`config.mk`:
```
export PLATFORM = sky130hd
export DESIGN_NAME = key_input_arbiter
export DESIGN_NICKNAME = d
export VERILOG_FILES = /design/src/rtl/key_input_arbiter.sv
export SDC_FILE = /design/constraint.sdc
export NUM_CORES = 1
export LEC_CHECK = 0
export ABC_CLOCK_PERIOD_IN_PS = 2330
export BUFFER_PORTS_ARGS = -buffer_cell sky130_fd_sc_hd__buf_4
export CAP_MARGIN = 20
export CORE_MARGIN = 2
export CORE_UTILIZATION = 53
export DETAILED_ROUTE_END_ITERATION = 16
export PLACE_DENSITY_LB_ADDON = 0.12
export REMOVE_ABC_BUFFERS = 1
export SETUP_SLACK_MARGIN = 0.4
export SYNTH_ARGS = -nofsm -noshare
export SYNTH_HDL_FRONTEND = slang
export SYNTH_SLANG_ARGS = --single-unit
```
`constraint.sdc`:
```
create_clock -name clk_4 -period 2.33 [get_ports clk_4]
set_input_delay 0.3495 -clock clk_4 [delete_from_list [all_inputs] [get_ports clk_4]]
set_output_delay 0.3495 -clock clk_4 [all_outputs]
set_load 0.1 [all_outputs]
```
`src/rtl/key_input_arbiter.sv`:
```
// Joypad input controller: drains the PS/2 keyboard FIFO, decodes set-2 make/break
// sequences into the joypad vector, and arbitrates against the UART key source.
module key_input_arbiter (
  input  logic        clk_4,
  input  logic        vb_rst,
  input  logic        ps2_ready,
  input  logic [7:0]  ps2_data,
  input  logic        ps2_overflow,
  output logic        ps2_rdn,
  output logic        ps2_clrn,
  input  logic        ur_rdy,
  input  logic [7:0]  ur_dout,
  output logic        ur_rdy_clr,
  input  logic        src_sel,
  output logic [7:0]  key,
  output logic [15:0] last_code
);

  typedef enum logic [1:0] {IDLE, POP, GAP} pop_st_t;
  typedef enum logic [1:0] {PFX_NONE, PFX_BRK, PFX_EXT, PFX_EXTBRK} pfx_t;

  pop_st_t    state, state_nxt;
  pfx_t       pfx, pfx_nxt;
  logic [1:0] sel_sync, rdy_sync;
  logic       sel_s, rdy_s, sel_q, sel_chg;
  logic       armed;
  logic [7:0] byte_r;
  logic       ev_vld, ev_brk;
  logic [7:0] ev_mask;

  assign sel_s   = sel_sync[1];
  assign rdy_s   = rdy_sync[1];
  assign sel_chg = sel_s ^ sel_q;

  function automatic logic [7:0] key_map(input logic [7:0] code, input logic ext);
    key_map = '0;
    if (ext) begin
      case (code)
        8'h75: key_map = 8'h40;
        8'h72: key_map = 8'h80;
        8'h6B: key_map = 8'h20;
        8'h74: key_map = 8'h10;
        default: key_map = '0;
      endcase
    end else begin
      case (code)
        8'h1D: key_map = 8'h40;
        8'h1B: key_map = 8'h80;
        8'h1C: key_map = 8'h20;
        8'h23: key_map = 8'h10;
        8'h5A: key_map = 8'h08;
        8'h29: key_map = 8'h04;
        8'h4C: key_map = 8'h02;
        8'h52: key_map = 8'h01;
        default: key_map = '0;
      endcase
    end
  endfunction

  always_ff @(posedge clk_4 or posedge vb_rst) begin
    if (vb_rst) state <= IDLE;
    else        state <= state_nxt;
  end

  always_comb begin
    state_nxt = state;
    case (state)
      IDLE:    if (ps2_ready) state_nxt = POP;
      POP:     state_nxt = GAP;
      GAP:     state_nxt = IDLE;
      default: state_nxt = IDLE;
    endcase
    if (ps2_overflow) state_nxt = IDLE;
  end

  // Prefix bytes only move the tracker; anything else is a key event that consumes it.
  always_comb begin
    pfx_nxt = pfx;
    ev_vld  = 1'b0;
    ev_brk  = 1'b0;
    ev_mask = '0;
    case (byte_r)
      8'hF0: pfx_nxt = (pfx == PFX_EXT || pfx == PFX_EXTBRK) ? PFX_EXTBRK : PFX_BRK;
      8'hE0: pfx_nxt = PFX_EXT;
      8'hE1: pfx_nxt = pfx;
      default: begin
        ev_vld  = 1'b1;
        ev_brk  = (pfx == PFX_BRK) || (pfx == PFX_EXTBRK);
        ev_mask = key_map(byte_r, (pfx == PFX_EXT) || (pfx == PFX_EXTBRK));
        pfx_nxt = PFX_NONE;
      end
    endcase
  end

  always_ff @(posedge clk_4 or posedge vb_rst) begin
    if (vb_rst) begin
      sel_sync   <= '0;
      rdy_sync   <= '0;
      sel_q      <= 1'b0;
      armed      <= 1'b1;
      pfx        <= PFX_NONE;
      byte_r     <= '0;
      key        <= '0;
      last_code  <= '0;
      ps2_rdn    <= 1'b1;
      ps2_clrn   <= 1'b1;
      ur_rdy_clr <= 1'b0;
    end else begin
      sel_sync   <= {sel_sync[0], src_sel};
      rdy_sync   <= {rdy_sync[0], ur_rdy};
      sel_q      <= sel_s;
      ps2_clrn   <= ~ps2_overflow;
      ur_rdy_clr <= 1'b0;
      if (!rdy_s) armed <= 1'b1;

      if (ps2_overflow) begin
        ps2_rdn   <= 1'b1;
        pfx       <= PFX_NONE;
        last_code <= '0;
        if (!sel_s) key <= '0;
      end else begin
        case (state)
          IDLE: if (ps2_ready) begin
            byte_r  <= ps2_data;
            ps2_rdn <= 1'b0;
          end
          POP: begin
            ps2_rdn   <= 1'b1;
            last_code <= {last_code[7:0], byte_r};
            pfx       <= pfx_nxt;
            if (ev_vld && !sel_s) key <= ev_brk ? (key & ~ev_mask) : (key | ev_mask);
          end
          default: ;
        endcase
      end

      // A source switch wipes stale state and blocks a same-cycle UART accept.
      if (sel_chg) begin
        key   <= '0;
        pfx   <= PFX_NONE;
        armed <= 1'b1;
      end else if (sel_s && rdy_s && armed) begin
        key        <= ur_dout;
        ur_rdy_clr <= 1'b1;
        armed      <= 1'b0;
      end
    end
  end

endmodule

```
### After elaboration in Yosys (flattened, before gate mapping)

Index checks and enable logic that the tools add are counted.

| word-level totals | value |
|---|---|
| register bits after elaboration | 45 |
| output and inout bits | 27 |
| word-level logic and storage cells | 88 |

| operators by class | value |
|---|---|
| equal/unequal tests | 23 |
| multiplexer cells | 31 |
| bitwise logic cells | 5 |
| reduce and logical (&&, ||, !) cells | 17 |

Operator list:

| kind | number |
|---|---|
| $mux 8 | 9 |
| $pmux 8 s8 | 1 |
| $eq 8x7->1 const B | 7 |
| $mux 16 | 2 |
| $pmux 8 s4 | 1 |
| $eq 8x5->1 const B | 3 |
| $eq 8x8->1 const B | 3 |
| $eq 8x6->1 const B | 2 |
| $mux 2 | 6 |
| $mux 1 | 9 |
| $and 8x8->8 | 1 |
| $not 8->8 | 1 |
| $or 8x8->8 | 1 |
| $reduce_bool 4->1 | 2 |
| $ne 3x3->1 const B | 2 |
| $pmux 2 s3 | 1 |
| $reduce_and 3->1 | 2 |
| $reduce_bool 3->1 | 2 |
| $eq 2x1->1 const B | 2 |
| $eq 2x2->1 const B | 2 |
| $ne 4x2->1 const B | 1 |
| $pmux 2 s2 | 1 |
| $reduce_and 2->1 | 2 |
| $logic_and 1x1->1 | 3 |
| other kinds (9) | 10 |

### Logic depth before layout (Yosys ltp)

Gate-level depths: netlist (run 1).

| depth | value |
|---|---|
| depth after elaboration | 12 |
| gate-level depth with buffers | 6 |

### Worst setup path after synthesis (run 1)

No wires, ideal clock.

| timing | value |
|---|---|
| path kind | register -> register |
| from | register byte_r[6] |
| to | register key[2] |
| arrival | 1.567 ns |
| path slack | 0.635 ns |
| cell stages (with the launch flop) | 7 |
| period minus slack after synthesis | 1.695 ns |
| cell sequence | dfrtp_1 buf_6 or4b_4 nor4_2 a21oi_1 o21ai_1 nand3_1 |

| on the way | value |
|---|---|
| word-level cells in the longest chain between the ends | 12 |
| elaborated cells between the ends (all ways) | 29 |

RTL lines:

| element | RTL line | text |
|---|---|---|
| start: declaration | 27 | `logic [7:0] byte_r;` |
| start signal: assignment | 124 | `byte_r <= ps2_data;` |
| $eq 8x7->1, or another cell as far along | 46 | `case (code)` |
| $pmux 8 s8 | 46 |  |
| $mux 8 | 37 | `if (ext) begin` |
| $mux 8 | 82 | `case (byte_r)` |
| $not 8->8 | 131 | `if (ev_vld && !sel_s) key <= ev_brk ? (key & ~ev_mask) : (key \| ev_mask);` |
| $and 8x8->8 | 131 |  |
| $mux 8 (2 in a row) | 131 |  |
| $mux 8 | 122 | `case (state)` |
| $mux 8 | 116 | `if (ps2_overflow) begin` |
| $mux 8 | 142 | `end else if (sel_s && rdy_s && armed) begin` |
| $mux 8 | 138 | `if (sel_chg) begin` |
| end signal: assignment | 131 |  |
| end signal: assignment | 143 | `key <= ur_dout;` |
| end: declaration | 15 | `output logic [7:0] key,` |

Several ways; a longest one is shown, not always the timed one. The select of a mux whose other input is x is not followed.
A chain may end at the register's enable or synchronous reset.

### Final worst setup path (run 1)

| timing | value |
|---|---|
| from | register byte_r[0] |
| to | register key[7] |

| on the way | value |
|---|---|
| word-level cells in the longest chain between the ends | 12 |
| elaborated cells between the ends (all ways) | 34 |

RTL lines:

| element | RTL line |
|---|---|
| $eq 8x7->1, or another cell as far along | 46 |
| $pmux 8 s8 or $pmux 8 s4 (tied branches) | 46, 38 |
| $mux 8 | 37 |
| $mux 8 | 82 |
| $not 8->8 | 131 |
| $and 8x8->8 | 131 |
| $mux 8 (2 in a row) | 131 |
| $mux 8 | 122 |
| $mux 8 | 116 |
| $mux 8 | 142 |
| $mux 8 | 138 |

Several ways; a longest one is shown, not always the timed one. The select of a mux whose other input is x is not followed.

==> flow_summary.toml, run 1 <==
[status]
status = "finished clean"

[timing]
worstMarginPinSlew_ps = 848
fin_ws_ps = 452
hold_viol = 0
maxSlewViolCount = 0
fmax_mhz = 532
period_minus_slack_ps = 1880
max_slew_margin_pct = 43.1
fin_tns_setup_ps = 0
setup_violations = 0
fin_worst_skew_ps = 4.67
fin_crit_sh_pct = 80.6
rsz0062_at_grt = "no"

[route]
drtIter0Drc = 141
avgRoutedWirePerCell_um = 15.1
antenna_left = 0
drc = 0
dr.pass1.iters = 5
viasPerCell = 5.52
via_count = 1721
drt_wl_total_um = 4700

[placement]
place_inst = 300
gp_congestion = 0.880
dp_hpwl_um = 3410
dp_slack_ps = 447
io_buffer_count = 48

[cells_and_area]
syn2layout_area_growth_pct = 25.1
drive_gt1_share_pct = 31.4
nNetsFinal = 285
diodes = 0
finalNonFillerCells = 312
fin_util_pct = 70.8

[synth]
yosys_warnings = 0
syn_inst = 211
synth-edff-count = 0
synth-seq-cells = 45
ys.flop_type = "dfrtp_1"
synthArstFlopShare_pct = 100
synth_cell_types = 46
synth_area_mm2 = 0.00212
yosysSeqAreaShare_pct = 53.3
synth.avg_cell_area_um2 = 10.0

[grt]
grt_pass1_wl_um = 7620
grt_pass1_vias = 1573
gr-total-overflow = 0
grt_usage_pct = 22.6
grt_antenna_before_repair = 0
grt_max_degree = 24

[worst_hold_path]
hold_path_class = "in -> async"

[clock_tree]
cts_buffer_depth = 2
clkLatencyLatePin_ps = 300
cts_made_buffers = 5
cts_tree = "built"
clkSlewWorstSetupHoldPaths_ps = 80
hold_buffers = 0
h-tree-depth = 2
root_buffer = "clkbuf_8"
numClockSinks = 45

[worst_setup_path]
r2r_end = "key[7]"
r2r-start = "byte_r[0]"
cp_slowest_cell = "dfrtp_1"
max_stage_delay_ps = 540
cp-end-kind = "flip-flop"
crit_path_start_kind = "flip-flop"
cp.required_ps = 2520
arrival_ps = 2070
critPathMaxFanout = 11
path_class = "reg -> reg"
worstRegToRegCells = 5
crit_chain = "a211o_1 > o211ai_4 > nor2_2 > a22o_1 > a21o_1"
reg2reg_slack_ps = 450

[power_and_ir_drop]
vdd_drop_max_v = 0.000550
total_power_mw = 1.91
power.density_cell_area_mw_per_mm2 = 721
p_leak_nw = 1.23

[floorplan]
dieArea_mm2 = 0.00452
row_count = 22
fp.dieH_um = 67.2
start_util_pct = 56.6
io_pins = 49
die_x_um = 67.2
core_area_mm2 = 0.00374

[run]
maxCapViolations = 0
kinds of logic after synthesis:
| family | count (synthesis) | share of synthesized area, % |
|---|---|---|
| AO/OA/AOI/OAI | 52 | 15.6 |
| flip-flops | 45 | 53.3 |
| buffers and inverters | 19 | 5.25 |
| multiplexers | 7 | 3.60 |
| AND/OR/NAND/NOR | 88 | 22.2 |
cell usage after synthesis (all sizes together), types with 2 or more instances:
library cell,count,share of area (%)
buf,7,3.1
nor2b,3,0.89
nand2b,6,1.8
nand4b,3,1.2
nor3,5,1.2
or4b,2,1.3
nor4b,2,0.83
mux2,5,2.7
mux2i,2,0.94
a21o,2,0.71
nor4,4,2.5
nand2,45,8.0
nor2,8,1.5
o21bai,2,0.71
a22o,3,1.2
a21oi,21,5.0
clkbuf,6,1.1
nand3,3,0.71
dfstp,3,3.7
a32oi,2,0.83
dfrtp,42,50
a31oi,2,0.59
a22oi,2,0.71
inv,6,1.1
o21ai,11,2.6
sequential cells by signal, summed over array words and instances, names as in the netlist, 2 cells and up:
signal / flops
rdy_sync: 2
state: 2
byte_r: 8
pfx: 2
last_code: 16
sel_sync: 2
key: 8
what timing repair did:
item,CTS,global route
endpoints found under the setup margin,0,5
setup buffers,0,4
gates resized for setup,0,1
worst max-delay path by stage:
| stage | start | endpoint | slack (ps) | depth (start not counted) |
|---|---|---|---|---|
| 2_1_floorplan | state[1] | key[4] | 280 | 5 |
| 3_3_place_gp | byte_r[0] | key[7] | 470 | 5 |
| 3_5_place_dp | byte_r[0] | key[7] | 450 | 5 |
| 4_1_cts | byte_r[0] | key[7] | 420 | 5 |
| 5_1_grt | byte_r[0] | key[7] | 410 | 5 |
| 6_report | byte_r[0] | key[7] | 450 | 5 |
critical path: cells and delay by family (launching register included):
| kind | cells | cell delay [ps] |
|---|---|---|
| compound gates | 4 | 1090 |
| flops | 1 | 540 |
| simple gates | 1 | 140 |
area by class of cell:
cell class / instances / area, um^2
Fill cell: 308 / 1090
Sequential cell: 45 / 1130
Inverter: 6 / 22.5
Clock inverter: 2 / 38.8
Clock buffer: 6 / 72.6
Multi-Input combinational cell: 147 / 878
Timing Repair Buffer: 58 / 448
Tap cell: 48 / 60.1
placed cells by master, fill, tap and decap left out, drive strengths merged, types with 3 or more instances in the layout:
cell type,instances
a21oi,21
a22o,3
buf,58
clkbuf,6
dfrtp,42
dfstp,3
inv,5
mux2,5
nand2,45
nand2b,6
nand3,3
nand4b,3
nor2,8
nor2b,3
nor3,5
nor4,4
o21ai,11
power breakdown:
| group | internal, mW | total, mW | switching (mW) |
|---|---|---|---|
| registers | 0.835 | 0.927 | 0.0924 |
| clock network | 0.322 | 0.581 | 0.259 |
| logic | 0.131 | 0.402 | 0.272 |
layer usage:
| metal | track usage [%] | part of all wire [%] |
|---|---|---|
| met2 | 34.0 | 47 |
| met5 | 0 | 0 |
| met1 | 33.4 | 47 |
| met3 | 5.00 | 5.8 |
| met4 | 5.36 | 0.77 |
stage by stage:
step,instance area [um^2],hold WS (ps)
after CTS,2620,136
after floorplan,2030,331
final,2650,116
after global placement,2510,331
after global routing,2650,141
after detailed placement,2510,340
(Power assumes the default switching activity.)
==> run 2, diff against run 1 <==
--- a/config.mk
+++ b/config.mk
@@ -5,7 +5,7 @@
 export SDC_FILE = /design/constraint.sdc
 export NUM_CORES = 1
 export LEC_CHECK = 0
-export ABC_CLOCK_PERIOD_IN_PS = 2330
+export ABC_CLOCK_PERIOD_IN_PS = 1970
 export BUFFER_PORTS_ARGS = -buffer_cell sky130_fd_sc_hd__buf_4
 export CAP_MARGIN = 20
 export CORE_MARGIN = 2
==> constraint.sdc (replaced) <==
create_clock -name clk_4 -period 1.97 [get_ports clk_4]
set_input_delay 0.2955 -clock clk_4 [delete_from_list [all_inputs] [get_ports clk_4]]
set_output_delay 0.2955 -clock clk_4 [all_outputs]
set_load 0.1 [all_outputs]
==> flow_summary.toml, run 2 (synthesized netlist as in run 1, its figures left out) <==
[cells_and_area]
fin_area_mm2 = 0.00291
largest_reg_flops = 16
reg_top3 = "last_code x16, byte_r x8, key x8"
finalNonFillerCells = 332
final_common_cell = "buf_4"
nFillCells = 258
diodes = 0
drive_gt1_share_pct = 41.9
max_flop_register = "last_code"
syn2layout_area_growth_pct = 37.3
nNetsFinal = 305
mostFrequentLayoutCells = "75 x buf_4, 45 x nand2_1, 35 x dfrtp_1, 20 x a21oi_1"

[timing]
fin_worst_skew_ps = 7.25
fmax_mhz = 578
setup_violations = 0
holdWs_ps = 93.6
max_slew_margin_pct = 63.6
period_minus_slack_ps = 1730
hold_viol = 0
rsz0062_at_grt = "yes"
worstMarginPinSlew_ps = 546
fin_tns_setup_ps = 0
fin_crit_sh_pct = 87.8
maxSlewViolCount = 0

[floorplan]
core_area_mm2 = 0.00374
die_x_um = 67.2
io_pins = 49
start_util_pct = 56.6
dieArea_mm2 = 0.00452
row_count = 22
fp.dieH_um = 67.2

[placement]
placed_cell_area_mm2 = 0.00253
place_inst = 304
io_buffer_count = 48
gp_congestion = 0.913
dp_hpwl_um = 3290

[worst_setup_path]
r2r-start = "byte_r[7]"
crit_path_start = "byte_r[7]"
cp.required_ps = 2160
critPathMaxFanout = 5
crit_path_start_kind = "flip-flop"
path_class = "reg -> reg"
cp-end-kind = "flip-flop"
worstRegToRegCells = 5
arrival_ps = 1920

[grt]
grt_pass1_wl_um = 8110
grt_max_degree = 46
gr-total-overflow = 0
grt_usage_pct = 24.4
grt_antenna_before_repair = 0
grt_pass1_vias = 1724

[run]
maxCapViolations = 0

[power_and_ir_drop]
combPwrFrac_pct = 26.7
vdd_drop_max_v = 0.00102
power_frac_seq_pct = 41.6
switchingPower_mw = 0.804
p_leak_nw = 1.35
total_power_mw = 2.55
power.share.clock_pct = 31.7
internal_power_mw = 1.75
power.density_cell_area_mw_per_mm2 = 877
switching_share_pct = 31.5

[clock_tree]
root_buffer = "clkbuf_8"
numClockSinks = 45
clkLatencyLatePin_ps = 300
cts_buffer_depth = 2
clkSlewWorstSetupHoldPaths_ps = 80
h-tree-depth = 2
cts_made_buffers = 5
cts_tree = "built"

[worst_hold_path]
hold_path_class = "in -> reg"
hp-start = "src_sel"
hold_depth = 1

[route]
via_count = 1873
drt_wl_total_um = 5170
dr.pass1.iters = 4
drtIter0Drc = 161
antenna_left = 0
drc = 0
viasPerCell = 5.64
avgRoutedWirePerCell_um = 15.6

[status]
status = "finished clean"
-- run 2: cell types whose count changed in the layout (fill, tap and decap cells not counted), sizes merged --
| cell | delta |
|---|---|
| buf | +20 |
| bufinv | +1 |
| clkbuf | -1 |
-- run 2: power by group through the flow --
stage                     Clock [mW]  Combinational, mW  Sequential, mW
after floorplan                    0              0.182            1.24
after global placement             0              0.503            1.09
after detailed placement           0              0.506            1.09
after CTS                      0.818              0.624            1.06
after global routing           0.868              0.718            1.07
final                          0.810              0.681            1.06
-- run 2: repair_timing --
| action | CTS | global route |
|---|---|---|
| cloned | 1 | 0 |
| hold buffers | 0 | 0 |
| gates resized for setup | 16 | 11 |
| setup endpoints to repair | 9 | 9 |
| buffers inserted | 14 | 5 |
| pin swaps | 10 | 4 |
-- run 2: through the flow --
step | utilization, % | worst slack, ps
after floorplan | - | -83.9
after global placement | 67.5 | 212
after detailed placement | 67.5 | 196
after CTS | 75.4 | 307
after global routing | 77.7 | 158
final | 77.7 | 240
-- run 2: path summary, 6_finish.rpt --
kind	endpoint	slack [ps]
hold / removal	sel_sync[0]	90
setup / recovery	key[2]	240
max in group asynchronous	byte_r[7]	1440
hold reg to reg	sel_sync[1]	360
setup reg to reg	key[2]	240
min in group asynchronous	rdy_sync[0]	110
-- run 2: layer usage --
layer	track usage (%)	part of all wire [%]	vias up
li1	-	-	880
met1	34.3	42	903
met2	37.0	49	83
met3	6.00	8.1	7
met4	8.16	1.0	0
met5	0	0	-
-- run 2: critical path, stage by stage, from the launching register on --
cell	delay [ps]
dfrtp_2	460
or4b_4	590
nor4_4	260
a21oi_1	120
o21ai_1	120
nand3_1	80
-- run 2: area by class of cell --
type / instances / area, um^2 / area share [%]
clock inverters: 3 / 65.1 / 2.24
clock buffers: 5 / 68.8 / 2.36
inverters: 6 / 22.5 / 0.774
well taps: 48 / 60.1 / 2.06
repair buffers: 78 / 583 / 20.0
flip-flops and latches: 45 / 1140 / 39.1
multi-input cells: 147 / 972 / 33.4
